`config.mk`:
```
export PLATFORM = sky130hd
export DESIGN_NAME = lfsr
export DESIGN_NICKNAME = d
export VERILOG_FILES = /design/src/rtl/lfsr_pkg.sv /design/src/rtl/lfsr.sv
export SDC_FILE = /design/constraint.sdc
export NUM_CORES = 1
export LEC_CHECK = 0
export ABC_AREA = 1
export CAP_MARGIN = 25
export CORE_AREA = 2 2 39 41
export CTS_CLUSTER_DIAMETER = 40
export DETAILED_ROUTE_END_ITERATION = 16
export DIE_AREA = 0 0 41 43
export HOLD_SLACK_MARGIN = 0.08
export PLACE_DENSITY = 0.39
export SLEW_MARGIN = 40
export SYNTH_ARGS = -nofsm -noshare
export SYNTH_HDL_FRONTEND = slang
export SYNTH_SLANG_ARGS = --single-unit
```
`constraint.sdc`:
```
create_clock -name i_Clk -period 1.3 [get_ports i_Clk]
set_clock_uncertainty 0.15 [all_clocks]
set_input_delay 0.13 -clock i_Clk [delete_from_list [all_inputs] [get_ports i_Clk]]
set_output_delay 0.13 -clock i_Clk [all_outputs]
set_load 0.05 [all_outputs]
```
`src/rtl/lfsr_pkg.sv`:
```
// rtl/lfsr_pkg.sv - width limits and maximal-length XNOR tap masks shared by lfsr
package lfsr_pkg;

  localparam int LFSR_MIN_BITS = 3;
  localparam int LFSR_MAX_BITS = 32;

  // Bit i of the mask is set when 1-based tap position i+1 feeds the XNOR.
  function automatic logic [31:0] lfsr_tap_mask(input int num_bits);
    logic [31:0] mask;
    mask = '0;
    case (num_bits)
      3:       mask = 32'h0000_0006;
      4:       mask = 32'h0000_000C;
      5:       mask = 32'h0000_0014;
      6:       mask = 32'h0000_0030;
      7:       mask = 32'h0000_0060;
      8:       mask = 32'h0000_00B8;
      9:       mask = 32'h0000_0110;
      10:      mask = 32'h0000_0240;
      11:      mask = 32'h0000_0500;
      12:      mask = 32'h0000_0829;
      13:      mask = 32'h0000_100D;
      14:      mask = 32'h0000_2015;
      15:      mask = 32'h0000_6000;
      16:      mask = 32'h0000_D008;
      17:      mask = 32'h0001_2000;
      18:      mask = 32'h0002_0400;
      19:      mask = 32'h0004_0023;
      20:      mask = 32'h0009_0000;
      21:      mask = 32'h0014_0000;
      22:      mask = 32'h0030_0000;
      23:      mask = 32'h0042_0000;
      24:      mask = 32'h00E1_0000;
      25:      mask = 32'h0120_0000;
      26:      mask = 32'h0200_0023;
      27:      mask = 32'h0400_0013;
      28:      mask = 32'h0900_0000;
      29:      mask = 32'h1400_0000;
      30:      mask = 32'h2000_0029;
      31:      mask = 32'h4800_0000;
      32:      mask = 32'h8020_0003;
      default: mask = '0;
    endcase
    return mask;
  endfunction

endpackage

```
`src/rtl/lfsr.sv`:
```
// rtl/lfsr.sv - Fibonacci XNOR LFSR with seed load and seed-match Done flag
// Optional LFSR_LOCKUP_GUARD_EN: a shift out of the all-ones lockup state goes to all-zeros.
module lfsr
  import lfsr_pkg::*;
#(
  parameter int NUM_BITS = 3
) (
  input  logic                i_Clk,
  input  logic                i_Rst,
  input  logic                i_Enable,
  input  logic                i_Seed_DV,
  input  logic [NUM_BITS-1:0] i_Seed_Data,
  output logic [NUM_BITS-1:0] o_LFSR_Data,
  output logic                o_LFSR_Done
);

  if (NUM_BITS < LFSR_MIN_BITS || NUM_BITS > LFSR_MAX_BITS) begin : g_bad_width
    $error("lfsr: NUM_BITS must be within 3..32");
  end

  localparam logic [31:0]         TAP_FULL = lfsr_tap_mask(NUM_BITS);
  localparam logic [NUM_BITS-1:0] TAP_MASK = TAP_FULL[NUM_BITS-1:0];

  logic [NUM_BITS-1:0] lfsr_q;
  logic [NUM_BITS-1:0] lfsr_d;
  logic [NUM_BITS-1:0] shift_val;
  logic                fb;

  always_comb begin
    fb        = ~^(lfsr_q & TAP_MASK);
    shift_val = {lfsr_q[NUM_BITS-2:0], fb};
`ifdef LFSR_LOCKUP_GUARD_EN
    if (&lfsr_q) begin
      shift_val = '0;
    end
`endif
    // Seed load wins over shifting regardless of enable.
    lfsr_d = lfsr_q;
    if (i_Seed_DV) begin
      lfsr_d = i_Seed_Data;
    end else if (i_Enable) begin
      lfsr_d = shift_val;
    end
  end

  always_ff @(posedge i_Clk) begin
    if (i_Rst) begin
      lfsr_q <= '0;
    end else begin
      lfsr_q <= lfsr_d;
    end
  end

  assign o_LFSR_Data = lfsr_q;
  assign o_LFSR_Done = (lfsr_q == i_Seed_Data);

endmodule

```
=== After elaboration in Yosys (flattened, before gate mapping) ===
Index checks and enable logic that the tools add are counted.

* Eq/ne operators: 1
* Reductions and logical operators: 2
* Muxes and demuxes: 2

{| class="wikitable"
|+ Operator list
! cell !! number
|-
| two-way mux 3 bit || 2
|-
| equality test 3 bit || 1
|-
| XNOR reduction 3 bit || 1
|-
| nonzero test 2 bit || 1
|}

* Flip-flop bits (word level): 3
* Output and inout bits: 4
* Logic and storage cells: 6
* Bits of input ports: 7

=== Longest topological paths before layout ===
* Word-level depth: 3
* Gate-level depth with buffers: 5
* Depth with buffers taken out: 5

=== Worst setup path before layout ===
No wires, ideal clock.

* Path kind: reg2out
* Start: register lfsr_q[1] (netlist: o_LFSR_Data[1])
* End: output port o_LFSR_Done
* Data arrival time: 1.589 ns
* Data required time: 1.020 ns
* Cell stages (with the launch flop): 4
* Path buffers: 0
* Slack: -0.569 ns
* Cells stage by stage: dfxtp_1 > xnor2_1 > nand2_1 > nor2_1

* Word-level cells in the longest chain between the ends: 1

{| class="wikitable"
|+ RTL lines
! element !! RTL line !! RTL
|-
| from (decl) || lfsr.sv:24 || <nowiki>logic [NUM_BITS-1:0] lfsr_q;</nowiki>
|-
| from (signal assigned) || lfsr.sv:50 || <nowiki>lfsr_q <= lfsr_d;</nowiki>
|-
| equality test 3 bit || lfsr.sv:55 || <nowiki>assign o_LFSR_Done = (lfsr_q == i_Seed_Data);</nowiki>
|-
| to (decl) || lfsr.sv:14 || <nowiki>output logic o_LFSR_Done</nowiki>
|}

Every way passes these cells.

=== Worst setup path in the final report ===
Ends and elaborated chain as after synthesis.

==> impl_metrics.toml <==
[status]
status = "finished, violations left"
failed_checks = "setup timing"

[finish]
layout_commonest_cell = "nand2_1"
final_cell_count_no_fill = 67
largest_reg_flops = 3
final_nets = 59
synthToLayoutAreaGrowth_pct = 123
layout_common_cells = "nand2_1 (9), inv_1 (6), nand3_1 (5), buf_12 (4)"
post-route-util_pct = 32.7
drive_gt1_share_pct = 41.2
fillers = 154
n_antenna_cell = 0

[cts]
clock_path_buffers = 2
ctsHoldBuffers = 0
cts_root_buf = "clkbuf_4"
htree_levels = 1
tritoncts = "done"
clk_pin_slew_ps = 40
cts.sinks = 3
clk_latency_ps = 230
cts_made_buffers = 3

[floorplanning]
dieArea_um2 = 1760
die_w_um = 41
initial_core_util_pct = 14.6
rows = 14
core_area_um2 = 1380
io_pins = 11
fp.dieH_um = 43

[yosys]
ys_seq_area_share_pct = 29.6
yosys_warnings = 0
synth-seq-cells = 3
synth_cells = 34
syn-cell-area_um2 = 203
synth_cell_types = 10
syn_nets = 41
avgSynthCellArea_um2 = 5.96

[pwr]
clkPwrFrac_pct = 38.2
p_switching_uw = 127
p_int_uw = 289
comb_power_share_pct = 36.7
power.density_nw_per_um2 = 919
p_seq_share_pct = 25.0
ir_drop_v = 0.000381
switching_share_pct = 30.5
leakage_nw = 0.226
finalPower_uw = 416

[critical_path]
critPathLaunchType = "flop"
cp_num_buf_inv = 1
cp_slowest_stage_delay_ps = 340
crit_path_max_fanout = 2
critical-path-top-delay-family = "flip-flops"
critPathSlowestCell = "dfxtp_4"
cp.required_ps = 1020
criticalPathCategory = "reg2out"
crit_chain = "xnor2_2 -> nand2_2 -> nor2_4 -> buf_12"
cp.arrival_ps = 1020
cp-end-kind = "primary output"

[worst_hold_path]
hold_path_class = "in2reg"

[global_route]
grt_pass1_wl_um = 966
grt_overflow = 0
grt_max_degree = 7
grt_usage_pct = 8.63
antenna_found_initial = 0
grt_pass1_vias = 246

[sta]
clock.fmax_ghz = 0.767
finalCriticalPeriod_ps = 1300
relSlewSlack_pct = 84.6
layout_setup_ws_ps = -4.03
tns_ps = -4.03
setup_viol_count_final = 1
rsz0062_at_grt = "yes"
finalHoldViolations = 0
finalMaxSlewViolations = 0
worst_pin_slew_ps = 230
finalCritPeriodShare_pct = 100

[detailed_routing]
drtIter0Drc = 3
viasPerCell = 3.79
dr.pass1.iters = 2
wl_per_cell_um = 8.73
route.detailed.drc = 0
drt_wl_total_um = 585
ant_nets = 0
vias = 254

[place]
numPortBuffers = 10
gp_congestion = 0.640
hpwlAfterDp_um = 427
dp_cells = 61

[run]
cap_violations = 0
==> what timing repair did <==
item / in CTS / in global routing
pin swaps: 4 / 2
setup buffers: 2 / 0
resized for setup: 6 / 2
endpoints found under the setup margin: 1 / 1
==> tightest hold or removal path, stage by stage <==
cell and delay [ps]:
dlymetal6s2s_1 150, nand2_1 70, nand3_1 90, nand2_1 50
inv_1 40
==> cell type report <==
cell class | count | area (um2) | area share [%]
Sequential cell | 3 | 68.8 | 15.2
Clock buffer | 4 | 26.3 | 5.80
Tap cell | 16 | 20.0 | 4.42
Timing Repair Buffer | 13 | 163 | 35.9
Inverter | 8 | 30.0 | 6.63
Multi-Input combinational cell | 23 | 145 | 32.0
==> per-layer routing <==
layer | part of all wire, % | wire, um | track usage (%) | vias up
met4 | 0 | 0 | 6.00 | 0
li1 | - | - | - | 135
met3 | 14 | 79 | 5.76 | 0
met5 | 0 | 0 | 0 | -
met2 | 41 | 237 | 10.9 | 11
met1 | 46 | 267 | 9.97 | 108
==> power by group through the flow <==
stage | Combinational [mW] | Sequential [mW] | Clock (mW)
3_3_place_gp | 0.136 | 0.111 | 0
5_1_grt | 0.163 | 0.105 | 0.191
2_1_floorplan | 0.0443 | 0.129 | 0
6_report | 0.153 | 0.104 | 0.159
4_1_cts | 0.153 | 0.104 | 0.167
3_5_place_dp | 0.135 | 0.111 | 0
==> metrics by stage <==
stage	hold slack (ps)	setup WS [ps]	instance area, um2
after floorplan	41.7	9.80	216
final	169	-4.03	453
after CTS	279	-49.4	448
after global routing	193	-56.3	453
after detailed placement	443	-79.9	384
after global placement	453	-88.4	384
==> Yosys cell counts (all sizes together) <==
master  count  area, um2
a21oi       2       10.0
dfxtp       3       60.1
xor2        1       8.76
xnor2       2       17.5
inv         8       30.0
nand2      10       37.5
nand3       5       25.0
nor2        3       13.8
==> worst paths after layout <==
| path | start | depth (start not counted) | slack [ps] | end |
|---|---|---|---|---|
| hold / removal | i_Seed_Data[2] | 5 | 170 | o_LFSR_Data[2] |
| setup reg to reg | o_LFSR_Data[1] | 5 | 290 | o_LFSR_Data[2] |
| setup / recovery | o_LFSR_Data[1] | 4 | -4 | o_LFSR_Done |
| hold reg to reg | o_LFSR_Data[0] | 3 | 520 | o_LFSR_Data[0] |
==> kinds of logic (layout without fill, tap and decap cells) <==
kind of cell | count (synthesis) | count (layout) | synth area share [%]
AND/OR/NAND/NOR | 18 | 18 | 37.7
XOR/XNOR | 3 | 3 | 13.0
AO/OA/AOI/OAI | 2 | 2 | 4.94
buffers and inverters | 8 | 25 | 14.8
flip-flops | 3 | 3 | 29.6
No activity file was read; power rests on OpenSTA's default activity.
